File: config.mk
export PLATFORM = sky130hd
export DESIGN_NAME = run_controller
export DESIGN_NICKNAME = d
export VERILOG_FILES = /design/src/rtl/run_controller.sv
export SDC_FILE = /design/constraint.sdc
export NUM_CORES = 1
export LEC_CHECK = 0
export BUFFER_PORTS_ARGS = -buffer_cell sky130_fd_sc_hd__buf_2
export CAP_MARGIN = 5
export CORE_MARGIN = 5
export CORE_UTILIZATION = 59
export DETAILED_ROUTE_END_ITERATION = 10
export HOLD_SLACK_MARGIN = 0.15
export PLACE_DENSITY = 0.85
export SYNTH_ARGS = -nofsm -noshare
export SYNTH_HDL_FRONTEND = slang
export SYNTH_SLANG_ARGS = --single-unit
File: constraint.sdc
create_clock -name i_clk -period 4.75 [get_ports i_clk]
set_input_delay 0.95 -clock i_clk [delete_from_list [all_inputs] [get_ports i_clk]]
set_output_delay 0.95 -clock i_clk [all_outputs]
set_load 0.01 [all_outputs]
File: src/rtl/run_controller.sv
// Run sequencer for the 9-bit-ISA core: holds the core in reset until start,
// runs it while counting cycles, and stops on halt pattern, PC 8'hFF or cycle limit.
module run_controller #(
  parameter int HALT_RUN   = 2,
  parameter int MAX_CYCLES = 4096,
  parameter int CLR_CYCLES = 2
) (
  input  logic        i_clk,
  input  logic        i_reset,
  input  logic        i_start,
  input  logic [7:0]  i_pc,
  input  logic [8:0]  i_mach_code,
  output logic        o_core_reset,
  output logic        o_core_en,
  output logic        o_busy,
  output logic        o_done,
  output logic        o_timeout,
  output logic [15:0] o_cycle_count
);

  typedef enum logic [1:0] {
    S_IDLE  = 2'd0,
    S_CLEAR = 2'd1,
    S_RUN   = 2'd2,
    S_DONE  = 2'd3
  } state_t;

  state_t      r_state;
  state_t      w_next;
  logic        r_start_q;
  logic [3:0]  r_clr_cnt;
  logic [3:0]  r_zero_cnt;
  logic [15:0] r_cycle_count;
  logic        r_done;
  logic        r_timeout;
  logic        r_core_reset;
  logic        r_core_en;
  logic        r_busy;

  logic        w_start_rise;
  logic        w_is_zero;
  logic [4:0]  w_zero_sum;
  logic        w_halt;
  logic        w_limit;

  assign w_start_rise = i_start & ~r_start_q;
  assign w_is_zero    = (i_mach_code == 9'd0);
  assign w_zero_sum   = {1'b0, r_zero_cnt} + {4'd0, w_is_zero};
  assign w_halt       = (w_zero_sum >= 5'(HALT_RUN)) || (i_pc == 8'hFF);
  assign w_limit      = (({1'b0, r_cycle_count} + 17'd1) == 17'(MAX_CYCLES));

  // Next-state decode; halt and limit are both evaluated on the current RUN cycle.
  always_comb begin
    w_next = r_state;
    case (r_state)
      S_IDLE: begin
        if (w_start_rise) w_next = S_CLEAR;
        else              w_next = S_IDLE;
      end
      S_CLEAR: begin
        if (r_clr_cnt == 4'd0) w_next = S_RUN;
        else                   w_next = S_CLEAR;
      end
      S_RUN: begin
        if (w_halt || w_limit) w_next = S_DONE;
        else                   w_next = S_RUN;
      end
      S_DONE: begin
        if (w_start_rise) w_next = S_CLEAR;
        else              w_next = S_DONE;
      end
      default: w_next = S_IDLE;
    endcase
  end

  // State, counters and outputs; control outputs are registered from the next state.
  always_ff @(posedge i_clk) begin
    if (!i_reset) begin
      r_state       <= S_IDLE;
      r_start_q     <= 1'b0;
      r_clr_cnt     <= 4'd0;
      r_zero_cnt    <= 4'd0;
      r_cycle_count <= 16'd0;
      r_done        <= 1'b0;
      r_timeout     <= 1'b0;
      r_core_reset  <= 1'b1;
      r_core_en     <= 1'b0;
      r_busy        <= 1'b0;
    end else begin
      r_state      <= w_next;
      r_start_q    <= i_start;
      r_core_reset <= (w_next == S_IDLE) || (w_next == S_CLEAR);
      r_core_en    <= (w_next == S_RUN);
      r_busy       <= (w_next == S_CLEAR) || (w_next == S_RUN);
      case (r_state)
        S_IDLE, S_DONE: begin
          if (w_start_rise) begin
            r_clr_cnt     <= 4'(CLR_CYCLES - 1);
            r_zero_cnt    <= 4'd0;
            r_cycle_count <= 16'd0;
            r_done        <= 1'b0;
            r_timeout     <= 1'b0;
          end
        end
        S_CLEAR: begin
          if (r_clr_cnt != 4'd0) r_clr_cnt <= r_clr_cnt - 4'd1;
          r_zero_cnt    <= 4'd0;
          r_cycle_count <= 16'd0;
          r_done        <= 1'b0;
          r_timeout     <= 1'b0;
        end
        S_RUN: begin
          if (r_cycle_count != 16'hFFFF) r_cycle_count <= r_cycle_count + 16'd1;
          r_zero_cnt <= w_is_zero ? (r_zero_cnt + 4'd1) : 4'd0;
          if (w_halt || w_limit) begin
            r_done    <= 1'b1;
            r_timeout <= w_limit && !w_halt;
          end
        end
        default: begin
          r_clr_cnt <= 4'd0;
        end
      endcase
    end
  end

  assign o_core_reset  = r_core_reset;
  assign o_core_en     = r_core_en;
  assign o_busy        = r_busy;
  assign o_done        = r_done;
  assign o_timeout     = r_timeout;
  assign o_cycle_count = r_cycle_count;

endmodule

# == Yosys cells after proc, flatten, opt, wreduce, memory -nomap -nowiden ==
# Index checks and enable logic that the tools add are counted.
# totals
elab_cells,65
out_inout_bits,21
regBits,32
input_bits,20
# op_classes
n_addsub,5
order_cmp,1
mux,19
bitwise_logic,2
eq_ne,12
reduce_logical,16
# op_table
operator,count
16-bit case mux with 3 select lines,1
16-bit two-way mux,2
"16-bit by 1-bit adder with 17-bit output, second input constant",1
"17-bit by 13-bit == test with 1-bit output, second input constant",1
"16-bit by 1-bit adder with 16-bit output, second input constant",1
4-bit two-way mux,4
"16-bit inequality test, second input constant",1
4-bit case mux with 3 select lines,1
9-bit logical NOT,1
"8-bit == test, second input constant",1
"2-bit inequality test, second input constant",4
2-bit case mux with 4 select lines,1
4-bit case mux with 2 select lines,1
"2-bit == test, second input constant",3
1-bit case mux with 3 select lines,2
4-bit by 1-bit adder with 5-bit output,1
"5-bit by 2-bit >= comparator with 1-bit output, second input constant",1
1-bit two-way mux,5
"4-bit by 1-bit adder with 4-bit output, second input constant",1
"2-bit by 1-bit == test with 1-bit output, second input constant",2
2-bit logical NOT,2
4-bit logical NOT,1
1-bit logical OR,4
2-bit two-way mux,2
10 further kinds,11

# == Longest topological paths before layout ==
# depth
word_depth,9
ltp_mapped,12
ltp_nobuf,12

# == Least setup slack after synthesis ==
# Ideal clock, no wire load.
# synth_timing
path_kind,input-to-reg
start,input port i_mach_code[2]
end,"register r_busy, in the netlist o_busy"
setup_ps,66
t_arrival_ps,3354
path_stages,12
path_buffers,0
t_required_ps,4684
setup_slack_ps,1330
path_cell_list,or4_4 -> nor4_4 -> ha_1 -> ha_1 -> nand2_1 -> a21oi_1 -> nor2_1 -> nor4_1 -> nand2_1 -> o21ai_0 -> ha_1 -> nor2_1
# synth_via
elab_chain_len,9
elab_cells_between_ends,10
classes_between,add/sub: 1; order compare: 1; eq/ne: 2; mux: 2; reduce/logical: 4
# synth_rtl
item,line,source
"start, declared",12,"input logic [8:0] i_mach_code,"
9-bit logical NOT (*),47,assign w_is_zero = (i_mach_code == 9'd0);
4-bit by 1-bit adder with 5-bit output (*),48,"assign w_zero_sum = {1'b0, r_zero_cnt} + {4'd0, w_is_zero};"
5-bit by 2-bit >= comparator with 1-bit output (*),49,assign w_halt = (w_zero_sum >= 5'(HALT_RUN)) || (i_pc == 8'hFF);
1-bit logical OR (*),49,
1-bit logical OR (*),65,if (w_halt || w_limit) w_next = S_DONE;
1-bit two-way mux (*),65,
2-bit case mux with 4 select lines (*),55,case (r_state)
2-bit by 1-bit == test with 1-bit output / 2-bit == test (equally long branches),94,r_busy <= (w_next == S_CLEAR) || (w_next == S_RUN);
1-bit logical OR (*),94,
"end signal, assigned",94,
"end, declared",38,logic r_busy;
# Mark *: on every way between the ends. The rest lies on a longest branch, timed or not.
# A chain may end at the register's enable or synchronous reset.

# == Final worst setup path ==
# Ends and elaborated chain as after synthesis.

==> run_results.csv <==
group,metric,value,unit
run_status,status,"complete, no violations",
clock_network,clk_pin_slew_worst_paths,0.11,ns
synth,synth_common_cells,"dfxtp_1 (32), nor2_1 (30), a21oi_1 (23)",
power,peakVddDrop,0.0001905,V
clock_network,clock-sinks,32,
clock_network,cts_made_buffers,5,
timing,finalMaxSlewViolations,0,
min_path,hold_path_class,"flop to flop",
route,vias,1962,
clock_network,post_cts_resized,0,
setup_path,endpoint_kind,"flop",
floorplanning,rows,21,
synth,ys_types,50,
synth,syn_nets,291,
synth,dominantRegCellSynth,"dfxtp_1",
floorplanning,fp.dieW,68.23,um
clock_network,post_cts.repair.setup_buffers,0,
timing,finalHoldViolCount,0,
timing,tns,0,ns
clock_network,clock-root-buffer,"clkbuf_4",
layout,fin_area,2288,sq um
setup_path,reg2regPathDepth,9,
place,portBuffers,40,
setup_path,worstSetupPathType,"primary input to flop",
layout,post-route-util,69.12,%
place,dp_hpwl,3.414,mm
synth,synthArstFlopShare,0,%
synth,synth.yosys.seq_area_share,32.02,%
job,drv_cap,0,
clock_network,postCtsHoldBufs,0,
synth,yosysTopAreaCellShare,32.02,%
clock_network,worstSkewPairLatency,0.33,ns
synth,synth_edf_count,0,
setup_path,reg2reg_slack,1.79,ns
route,ant_nets,0,
route,wl_per_cell,13.76,um
place,placed_cell_area,2193,sq um
synth,yosysTopAreaCell,"dfxtp_1",
setup_path,rr_startpoint,"o_cycle_count[0]$_SDFFE_PN0P_",
floorplanning,initial_core_util,60.43,%
layout,antenna_cells,0,
layout,nFillCells,300,
clock_network,tritoncts,"done",
timing,worst_pin_slew,0.9272,ns
setup_path,crit_required,5.02,ns
timing,timing.fmax,0.2853,GHz
synth,ys_ff_latch,32,
synth,netlist_instances,258,
timing,rsz0062_at_grt,"false",
clock_network,h-tree-depth,2,
min_path,hp-start,"o_done$_SDFFE_PN0P_",
setup_path,r2r-end,"o_busy$_SDFF_PN0_",
floorplanning,dieArea,4655,sq um
clock_network,cts_buffer_depth,2,
setup_path,max_stage_delay,0.53,ns
route,drt_wl_total,4.652,mm
floorplanning,die_h,68.23,um
timing,fin_skew,0.01208,ns
setup_path,crit_buf_inv,1,
setup_path,crit_arrival,3.78,ns
timing,whs,0.5037,ns
setup_path,start_kind,"primary input",
route,route.detailed.drc,0,
global_routing,grt_first_pass_wirelength,7.452,mm
place,routabilityCongestion,0.9216,
min_path,hold_end,"o_done$_SDFFE_PN0P_",
timing,min_period,3.505,ns
route,drtIter0Drc,113,
global_routing,grt-ovfl-total,0,
synth,ys_warn_count,0,
floorplanning,ios,41,
setup_path,cp_slowest_cell,"or4_4",
route,viasPerCell,5.805,
synth,synth.most_common_cell,"dfxtp_1",
global_routing,grt_pass1_vias,1659,
global_routing,grt_antenna_before_repair,0,
power,power.density,269.4,nW/um^2
setup_path,critPathMaxFanout,4,
synth,synthTopCellsByArea,"dfxtp_1 (32%), ha_1 (8.1%), a21oi_1 (5.8%)",
global_routing,grt_max_degree,18,
setup_path,cp_cell_sequence,"buf_2 > or4_4 > nor4_4 > ha_1 > ha_1 > nand2_1 > a21oi_1 > nor2_1 > nor4_1 > nand2_1 > o21ai_0 > ha_1 > nor2_1",
synth,avgSynthCellArea,7.755,sq um
min_path,timing.hold.worst_path_depth,2,
timing,relSlewSlack,38.18,%
layout,area_growth,14.38,%
timing,post-route-period-util,73.79,%
timing,setup_viol,0,
power,p_leak,0.0009450,uW
synth,mappedNetlistArea,2001,sq um
layout,nNetsFinal,324,
setup_path,critPathMostFrequentCell,"ha_1",
floorplanning,core_area,3311,sq um
layout,drive_gt1_share,18.49,%
route,first_pass_iters,4,
setup_path,crit_family,"simple AND/OR/NAND/NOR gates",
global_routing,grt_usage,21.07,%
[cells by family after synthesis]
kind of cell	after synthesis	synth area share, %
simple gates	112	29.89
compound gates	71	21.76
flops	32	32.02
buf+inv	23	4.940
fa+ha+maj	13	8.130
xor+xnor	5	2.189
mux	2	1.063
[final cells by class]
cell class                      instances  area, sq um  share of cell area [%]
Clock buffer                            7        65.06                   2.843
Multi-Input combinational cell        203         1261                   55.11
Sequential cell                        32        640.6                   27.99
Timing Repair Buffer                   40        200.2                   8.748
Inverter                                9        33.78                   1.476
Clock inverter                          1        30.03                   1.312
Tap cell                               46        57.56                   2.515
[worst reg2reg max path, stage by stage (launching register included)]
cell	delay (ns)
dfxtp_1	0.50
ha_1	0.35
nand3_1	0.22
nor3_1	0.41
xor2_1	0.12
a2111oi_0	0.51
and3_1	0.29
o21ai_0	0.11
ha_1	0.31
nor2_1	0.09
[how the worst max path moves through the flow]
stage	from	end	slack, ns	cells after the start
after CTS	i_mach_code[2]	o_busy$_SDFF_PN0_	1.24	13
final	i_mach_code[2]	o_busy$_SDFF_PN0_	1.25	13
after detailed placement	i_mach_code[2]	o_busy$_SDFF_PN0_	0.90	13
after global placement	i_mach_code[2]	o_busy$_SDFF_PN0_	1.06	13
after floorplan	i_mach_code[2]	o_busy$_SDFF_PN0_	1.33	12
after global routing	i_mach_code[2]	o_busy$_SDFF_PN0_	1.04	13
[sequential cells by signal, indices dropped and copies added (netlist names)]
| register | count |
|---|---|
| r_zero_cnt | 4 |
| o_busy | 1 |
| r_clr_cnt | 4 |
| o_cycle_count | 16 |
| o_core_reset | 1 |
| r_start_q | 1 |
| o_core_en | 1 |
| o_done | 1 |
| o_timeout | 1 |
| r_state | 2 |
[routing by layer]
layer	global-route usage, %	vias to the layer above	part of all wire (%)
met3	5.911	4	5.7
met5	0	-	0
li1	-	1007	-
met2	33.69	47	47
met1	27.10	904	46
met4	7.196	0	0.90
[per-stage QoR]
stage / setup slack [ns] / std cells / power, uW
after floorplan: 1.330 / 258 / 364.5
after global placement: 1.056 / 330 / 387.2
after detailed placement: 0.9001 / 330 / 389.0
after CTS: 1.243 / 338 / 624.4
after global routing: 1.038 / 338 / 653.3
final: 1.245 / 338 / 616.4
[cell usage in the layout (no fill, tap or decap), drive strengths merged, types with 3 or more instances in the layout]
| cell | synthesis | layout |
|---|---|---|
| nand2b | 3 | 3 |
| dfxtp | 32 | 32 |
| buf | 5 | 40 |
| a21oi | 23 | 23 |
| nand4b | 3 | 3 |
| nand2 | 21 | 21 |
| inv | 9 | 9 |
| nor3 | 5 | 5 |
| o21ai | 21 | 21 |
| nand3b | 5 | 5 |
| nand4 | 7 | 7 |
| a21boi | 4 | 4 |
| nor2 | 30 | 30 |
| and3 | 6 | 6 |
| a211oi | 5 | 5 |
| clkbuf | 9 | 7 |
| or3 | 4 | 4 |
| nand3 | 12 | 12 |
| and2 | 7 | 7 |
| xor2 | 4 | 4 |
| ha | 13 | 13 |
[power breakdown]
part	total (uW)	switching [uW]	internal (uW)
Combinational	96.4	58.3	38.0
Sequential	287	7.53	279
Clock	233	93.6	140
Note: power is estimated with default switching activity, not from simulation.
